[src/rtl/irrigation_countdown_timer_if.sv]
// Control and display signals of the irrigation countdown timer.
// The master side drives the controls. The slave (timer) side drives status and display.
interface irrigation_countdown_timer_if;
  logic [1:0] level;
  logic       start;
  logic       pause;
  logic       abort;
  logic [1:0] state;
  logic       valve_en;
  logic       done;
  logic [7:0] min_bcd;
  logic [7:0] sec_bcd;
  logic [6:0] seg;
  logic [3:0] dig_en;

  modport master (
    output level, start, pause, abort,
    input  state, valve_en, done, min_bcd, sec_bcd, seg, dig_en
  );

  modport slave (
    input  level, start, pause, abort,
    output state, valve_en, done, min_bcd, sec_bcd, seg, dig_en
  );
endinterface

[src/rtl/irrigation_countdown_timer.sv]
// MM:SS countdown with moisture-selected presets, pause/abort, done pulse and 4-digit scanned 7-seg.
// Latency: controls act on the sampling edge. No backpressure: outputs are free-running status.
module irrigation_countdown_timer #(
  parameter int TICK_DIV       = 50_000_000,
  parameter int SCAN_DIV       = 50_000,
  parameter int PRESET_LOW     = 4,
  parameter int PRESET_MED     = 8,
  parameter int PRESET_HIGH    = 12,
  parameter int SEG_ACTIVE_LOW = 1
) (
  input  logic                         clk,
  input  logic                         rst_n,
  irrigation_countdown_timer_if.slave  tmr
);

  localparam int TICK_W = (TICK_DIV > 1) ? $clog2(TICK_DIV) : 1;
  localparam int SCAN_W = (SCAN_DIV > 1) ? $clog2(SCAN_DIV) : 1;

  localparam logic [7:0] LOW_BCD  = 8'(((PRESET_LOW  / 10) << 4) | (PRESET_LOW  % 10));
  localparam logic [7:0] MED_BCD  = 8'(((PRESET_MED  / 10) << 4) | (PRESET_MED  % 10));
  localparam logic [7:0] HIGH_BCD = 8'(((PRESET_HIGH / 10) << 4) | (PRESET_HIGH % 10));

  localparam logic [TICK_W-1:0] TICK_LAST = TICK_W'(TICK_DIV - 1);
  localparam logic [SCAN_W-1:0] SCAN_LAST = SCAN_W'(SCAN_DIV - 1);

  typedef enum logic [1:0] {
    IDLE  = 2'b00,
    RUN   = 2'b01,
    PAUSE = 2'b10,
    DONE  = 2'b11
  } state_t;

  state_t            state_q, state_d;
  logic [3:0]        min_t_q, min_u_q, sec_t_q, sec_u_q;
  logic [3:0]        min_t_d, min_u_d, sec_t_d, sec_u_d;
  logic [TICK_W-1:0] tick_q, tick_d;
  logic              done_q, done_d;
  logic              start_q;
  logic              start_edge;

  logic [SCAN_W-1:0] scan_q, scan_d;
  logic [1:0]        idx_q, idx_d;
  logic [6:0]        seg_q, seg_d;
  logic [3:0]        dig_q, dig_d;
  logic [3:0]        digit_sel;

  logic [7:0]        preset_bcd;
  logic              preset_zero;
  logic [3:0]        dec_min_t, dec_min_u, dec_sec_t, dec_sec_u;
  logic              borrow_st, borrow_mu, borrow_mt;
  logic              dec_zero;
  logic              tick_wrap;

  function automatic logic [6:0] seg_decode(input logic [3:0] d);
    logic [6:0] p;
    p = 7'b0000000;
    case (d)
      4'd0: p = 7'b1111110;
      4'd1: p = 7'b0110000;
      4'd2: p = 7'b1101101;
      4'd3: p = 7'b1111001;
      4'd4: p = 7'b0110011;
      4'd5: p = 7'b1011011;
      4'd6: p = 7'b1011111;
      4'd7: p = 7'b1110000;
      4'd8: p = 7'b1111111;
      4'd9: p = 7'b1111011;
      default: p = 7'b0000000;
    endcase
    return p;
  endfunction

  assign start_edge = tmr.start & ~start_q;
  assign tick_wrap  = (tick_q == TICK_LAST);

  always_comb begin
    preset_bcd = 8'h00;
    case (tmr.level)
      2'b01:   preset_bcd = LOW_BCD;
      2'b10:   preset_bcd = MED_BCD;
      2'b11:   preset_bcd = HIGH_BCD;
      default: preset_bcd = 8'h00;
    endcase
  end
  assign preset_zero = (preset_bcd == 8'h00);

  // One-second decrement with borrow rippling from seconds units up to minutes tens.
  assign borrow_st = (sec_u_q == 4'd0);
  assign borrow_mu = borrow_st && (sec_t_q == 4'd0);
  assign borrow_mt = borrow_mu && (min_u_q == 4'd0);

  assign dec_sec_u = borrow_st ? 4'd9 : sec_u_q - 4'd1;
  assign dec_sec_t = borrow_st ? ((sec_t_q == 4'd0) ? 4'd5 : sec_t_q - 4'd1) : sec_t_q;
  assign dec_min_u = borrow_mu ? ((min_u_q == 4'd0) ? 4'd9 : min_u_q - 4'd1) : min_u_q;
  assign dec_min_t = borrow_mt ? min_t_q - 4'd1 : min_t_q;
  assign dec_zero  = ({dec_min_t, dec_min_u, dec_sec_t, dec_sec_u} == 16'h0000);

  always_comb begin
    state_d = state_q;
    min_t_d = min_t_q;
    min_u_d = min_u_q;
    sec_t_d = sec_t_q;
    sec_u_d = sec_u_q;
    tick_d  = tick_q;
    done_d  = 1'b0;

    if (tmr.abort) begin
      state_d = IDLE;
      min_t_d = 4'd0;
      min_u_d = 4'd0;
      sec_t_d = 4'd0;
      sec_u_d = 4'd0;
      tick_d  = '0;
    end else begin
      case (state_q)
        IDLE, DONE: begin
          if (start_edge && (tmr.level != 2'b00)) begin
            min_t_d = preset_bcd[7:4];
            min_u_d = preset_bcd[3:0];
            sec_t_d = 4'd0;
            sec_u_d = 4'd0;
            tick_d  = '0;
            if (preset_zero) begin
              state_d = DONE;
              done_d  = 1'b1;
            end else begin
              state_d = RUN;
            end
          end
        end
        RUN: begin
          if (tmr.pause) begin
            state_d = PAUSE;
          end else if (tick_wrap) begin
            tick_d  = '0;
            min_t_d = dec_min_t;
            min_u_d = dec_min_u;
            sec_t_d = dec_sec_t;
            sec_u_d = dec_sec_u;
            if (dec_zero) begin
              state_d = DONE;
              done_d  = 1'b1;
            end
          end else begin
            tick_d = tick_q + TICK_W'(1);
          end
        end
        PAUSE: begin
          if (!tmr.pause) begin
            state_d = RUN;
          end
        end
        default: state_d = IDLE;
      endcase
    end
  end

  always_ff @(posedge clk or negedge rst_n) begin
    if (!rst_n) begin
      state_q <= IDLE;
      min_t_q <= 4'd0;
      min_u_q <= 4'd0;
      sec_t_q <= 4'd0;
      sec_u_q <= 4'd0;
      tick_q  <= '0;
      done_q  <= 1'b0;
      start_q <= 1'b0;
    end else begin
      state_q <= state_d;
      min_t_q <= min_t_d;
      min_u_q <= min_u_d;
      sec_t_q <= sec_t_d;
      sec_u_q <= sec_u_d;
      tick_q  <= tick_d;
      done_q  <= done_d;
      start_q <= tmr.start;
    end
  end

  // seg is decoded from next-state digits so it always shows the current count under dig_en.
  always_comb begin
    scan_d = (scan_q == SCAN_LAST) ? '0 : scan_q + SCAN_W'(1);
    idx_d  = (scan_q == SCAN_LAST) ? idx_q + 2'd1 : idx_q;
    digit_sel = sec_u_d;
    case (idx_d)
      2'd0:    digit_sel = sec_u_d;
      2'd1:    digit_sel = sec_t_d;
      2'd2:    digit_sel = min_u_d;
      default: digit_sel = min_t_d;
    endcase
    seg_d = seg_decode(digit_sel);
    dig_d = 4'b0001 << idx_d;
  end

  always_ff @(posedge clk or negedge rst_n) begin
    if (!rst_n) begin
      scan_q <= '0;
      idx_q  <= 2'd0;
      seg_q  <= 7'b1111110;
      dig_q  <= 4'b0001;
    end else begin
      scan_q <= scan_d;
      idx_q  <= idx_d;
      seg_q  <= seg_d;
      dig_q  <= dig_d;
    end
  end

  assign tmr.state    = state_q;
  assign tmr.valve_en = (state_q == RUN);
  assign tmr.done     = done_q;
  assign tmr.min_bcd  = {min_t_q, min_u_q};
  assign tmr.sec_bcd  = {sec_t_q, sec_u_q};
  assign tmr.seg      = (SEG_ACTIVE_LOW != 0) ? ~seg_q : seg_q;
  assign tmr.dig_en   = (SEG_ACTIVE_LOW != 0) ? ~dig_q : dig_q;

endmodule

[src/flat_wrapper.sv]
// flat-port wrapper written by rule: the top's interface ports become plain ports
module irrigation_countdown_timer_flat 
#(
  parameter int TICK_DIV       = 50_000_000,
  parameter int SCAN_DIV       = 50_000,
  parameter int PRESET_LOW     = 4,
  parameter int PRESET_MED     = 8,
  parameter int PRESET_HIGH    = 12,
  parameter int SEG_ACTIVE_LOW = 1
)
  (clk, rst_n, tmr_level, tmr_start, tmr_pause, tmr_abort, tmr_state, tmr_valve_en, tmr_done, tmr_min_bcd, tmr_sec_bcd, tmr_seg, tmr_dig_en);
  irrigation_countdown_timer_if tmr_i ();
  input  logic clk;
  input  logic rst_n;
  input wire logic [$bits(tmr_i.level)-1:0] tmr_level;
  input wire logic [$bits(tmr_i.start)-1:0] tmr_start;
  input wire logic [$bits(tmr_i.pause)-1:0] tmr_pause;
  input wire logic [$bits(tmr_i.abort)-1:0] tmr_abort;
  output wire logic [$bits(tmr_i.state)-1:0] tmr_state;
  output wire logic [$bits(tmr_i.valve_en)-1:0] tmr_valve_en;
  output wire logic [$bits(tmr_i.done)-1:0] tmr_done;
  output wire logic [$bits(tmr_i.min_bcd)-1:0] tmr_min_bcd;
  output wire logic [$bits(tmr_i.sec_bcd)-1:0] tmr_sec_bcd;
  output wire logic [$bits(tmr_i.seg)-1:0] tmr_seg;
  output wire logic [$bits(tmr_i.dig_en)-1:0] tmr_dig_en;
  assign tmr_i.level = tmr_level;
  assign tmr_i.start = tmr_start;
  assign tmr_i.pause = tmr_pause;
  assign tmr_i.abort = tmr_abort;
  assign tmr_state = tmr_i.state;
  assign tmr_valve_en = tmr_i.valve_en;
  assign tmr_done = tmr_i.done;
  assign tmr_min_bcd = tmr_i.min_bcd;
  assign tmr_sec_bcd = tmr_i.sec_bcd;
  assign tmr_seg = tmr_i.seg;
  assign tmr_dig_en = tmr_i.dig_en;
  irrigation_countdown_timer #(.TICK_DIV(TICK_DIV), .SCAN_DIV(SCAN_DIV), .PRESET_LOW(PRESET_LOW), .PRESET_MED(PRESET_MED), .PRESET_HIGH(PRESET_HIGH), .SEG_ACTIVE_LOW(SEG_ACTIVE_LOW)) u_core (.clk(clk), .rst_n(rst_n), .tmr(tmr_i));
endmodule
[config.mk]
export PLATFORM = sky130hd
export DESIGN_NAME = irrigation_countdown_timer_flat
export DESIGN_NICKNAME = d
export VERILOG_FILES = /design/src/rtl/irrigation_countdown_timer_if.sv /design/src/rtl/irrigation_countdown_timer.sv /design/src/flat_wrapper.sv
export SDC_FILE = /design/constraint.sdc
export NUM_CORES = 1
export LEC_CHECK = 0
export CAP_MARGIN = 20
export CORE_AREA = 2 2 139 73
export DETAILED_ROUTE_END_ITERATION = 6
export DIE_AREA = 0 0 141 75
export DONT_BUFFER_PORTS = 1
export PLACE_DENSITY_LB_ADDON = 0.25
export SETUP_SLACK_MARGIN = 0.02
export SLEW_MARGIN = 20
export SYNTH_ARGS = -nofsm -noshare
export SYNTH_HDL_FRONTEND = slang
export SYNTH_SLANG_ARGS = --single-unit
[constraint.sdc]
create_clock -name clk -period 3.9 [get_ports clk]
set_clock_uncertainty 0.1 [all_clocks]
set_input_delay 0.39 -clock clk [delete_from_list [all_inputs] [get_ports clk]]
set_output_delay 0.39 -clock clk [all_outputs]
set_load 0.03 [all_outputs]
==> metrics <==
Crit path required time=4060 ps; combinational fraction of design power=23.1%; fin. max-slew vios=0; root buffer cell=clkbuf_16; largest area contributor in the netlist=dfrtp_1; GRT Util Overall=22.4%; hpwl dp=7.91 mm; Post-synth EDFFs=0; via count=3930; CTS tree=built; Post-synth ARST share=100%; CTS Buffer Depth=2; Worst setup SP type=flop; RePlAce Congestion=0.971; Peak VDD IR=0.227 mV; largest net degree at the start of global routing=76; Int Power=1410 uW; CP Capture Type=flop; detailed-route DRC error count=0; worst-path maximum fanout=9; synth cell count leaders=dfrtp_1, nand2_1, nor2_1; first-pass GRT wire length=18.5 mm; Yosys reg bits=75; count leader, synth=dfrtp_1; Synth cell types=76; RSZ-0062 raised after global routing=false; maximum clock rate=0.271 GHz; initial antenna violation count=0; share of cells above drive strength 1=11.8%; Filler cells=836; Final Setup Violations=0; Yosys warnings=0; full die area=10600 um2; area added between synthesis and finish=9.54%; post-route non-filler standard cell count=653; Die Height=75 um; I/O pins=38; total gr overflow=0; fin crit period=3680 ps; Max-Slew Margin vs Limit=31.5%; Pre-antenna DRT Iters=5; post-synthesis sequential area ratio=40.8%; I/O Buffers=0; clock sinks=75; Clock Latency Late Sink=330 ps; Final Hold Vio Count=0; hold_ws=25.9 ps; DRT Wirelength=11.1 mm; top post-synthesis cells by area=dfrtp_1, nand2_1, nor2_1; Final ANT Viol Nets=0; chip width=141 um; starting density of the core=49.7%; Num CTS Buffers=9; crit share post-route=94.4%; WS Path Type=reg2reg; NetSw=699 uW; Place WS=295 ps; core box area=9290 um2; Syn Inst Count=516; ANT cells=0; Iteration-0 DRC Markers=396; num rows=25; Nets=547; Hold WC Path Type=in2reg; cell area after synthesis=4620 um2; # H-tree levels=3; clock-pin slew of the registers on the worst-case setup and hold paths=60 ps; Max-Cap Viols=0; Hold Path Stages=1; Net Sw Frac=33.1%; Via density=6.02; WL per Instance=16.9 um; Reg power frac=39.7%; vias in the first global route=3589; Final WS setup=217 ps; r2r worst-path depth=11; Pwr Density=417 nW/um2; Fin Setup TNS=0 ps; outcome=complete, no violations; Leakage=0.00226 uW; arrival time worst endpoint=3850 ps; Post-CTS Setup Bufs=0; Avg Cell Area, Syn=8.95 um2; top-area cell type share of the netlist area=36.9%; Most used DFF post-synth=dfrtp_1; measured slew at the worst slew-check pin=1020 ps; clock power share=37.2%; syn nets=536; Post-Place Cells=634
## sequential cells by signal, indices dropped and copies added, names as in the netlist
register          flops
u_core.tick_q        26
u_core.scan_q        16
u_core.seg_q          7
u_core.dig_q          4
u_core.min_t_q        4
u_core.min_u_q        4
u_core.sec_t_q        4
u_core.sec_u_q        4
u_core.idx_q          2
u_core.tmr.state      2
u_core.start_q        1
u_core.tmr.done       1
## cell families after synthesis
logic type,after synthesis,synth area share [%]
adders and majority gates,13,3.52
DFF,75,40.8
buffers and inverters,48,5.80
muxes,8,1.82
and+or+nand+nor,230,26.2
xor gates and xnor gates,19,3.60
AOI/OAI and AO/OA,123,18.2
## layout by cell type (no fill, tap or decap), types with 6 or more instances in the layout
master and count:
nor4_1 6, buf_4 15, nor3_1 13, nor2_1 54, and3_1 14, nand3_1 27
nand4_1 9, nand2b_1 6, xor2_1 10, clkbuf_16 9, a21o_1 6, a21oi_1 22
nor2b_1 6, inv_1 30, o31ai_1 6, nand2_1 56, and2_1 6, a31oi_1 8
or3_1 6, xnor2_1 9, dfrtp_1 68, o21ai_0 37, ha_1 13, dfstp_2 7
## critical path: stages (launching register included)
cell     delay, ps
dfrtp_1        470
or4b_4         600
nor4_4         470
nand2_2        200
nor4_1         460
or3_1          200
o22a_2         140
o221a_4        230
inv_1           90
ha_1           200
mux2_1         290
a21o_1         170
## through the flow
stage | util [%] | total power [uW] | instance area [um2]
floorplan | - | 1170 | 4620
global placement | 50.9 | 1310 | 4730
detailed placement | 50.9 | 1310 | 4730
CTS | 54.4 | 2120 | 5050
global route | 54.4 | 2210 | 5060
finish | 54.4 | 2110 | 5060
## power groups by stage
stage	clock network [uW]	logic (uW)	registers (uW)
3_3_place_gp	0	456	851
3_5_place_dp	0	457	851
6_report	785	488	838
2_1_floorplan	0	320	854
4_1_cts	798	481	837
5_1_grt	837	533	841
## path summary, 6_finish.rpt
check                                        startpoint                               to  slack (ps)
min reg2reg                  u_core.scan_q[0]$_DFF_PN0_       u_core.scan_q[0]$_DFF_PN0_         360
max                        u_core.tick_q[7]$_DFFE_PN0P_        u_core.seg_q[1]$_DFF_PN1_         220
max in group asynchronous                         rst_n        u_core.seg_q[5]$_DFF_PN1_        2810
min in group asynchronous                         rst_n  u_core.tmr.state[0]$_DFFE_PN0P_         510
max reg2reg                u_core.tick_q[7]$_DFFE_PN0P_        u_core.seg_q[1]$_DFF_PN1_         220
min                                           tmr_abort      u_core.sec_t_q[0]$_DFF_PN0_          30
## what timing repair did
item,in CTS,in global routing
hold buffers,3,0
gates resized for setup,0,1
endpoints found under the setup margin,0,2
hold endpoints to repair,76,0
## layout make-up
cell class / instances / area, um2 / area share (%)
clock buffers: 12 / 256 / 5.07
multi-input cells: 393 / 2470 / 48.8
flip-flops and latches: 75 / 1890 / 37.3
inverters: 30 / 113 / 2.23
repair buffers: 18 / 160 / 3.17
well taps: 121 / 151 / 2.99
clock inverters: 4 / 25.0 / 0.495
## layer usage
metal	share of wire [%]	track usage [%]
met1	50	32.0
met5	0	0
met3	6.6	5.98
met4	1.3	5.89
met2	42	34.1
No activity file was read; power rests on OpenSTA's default activity.
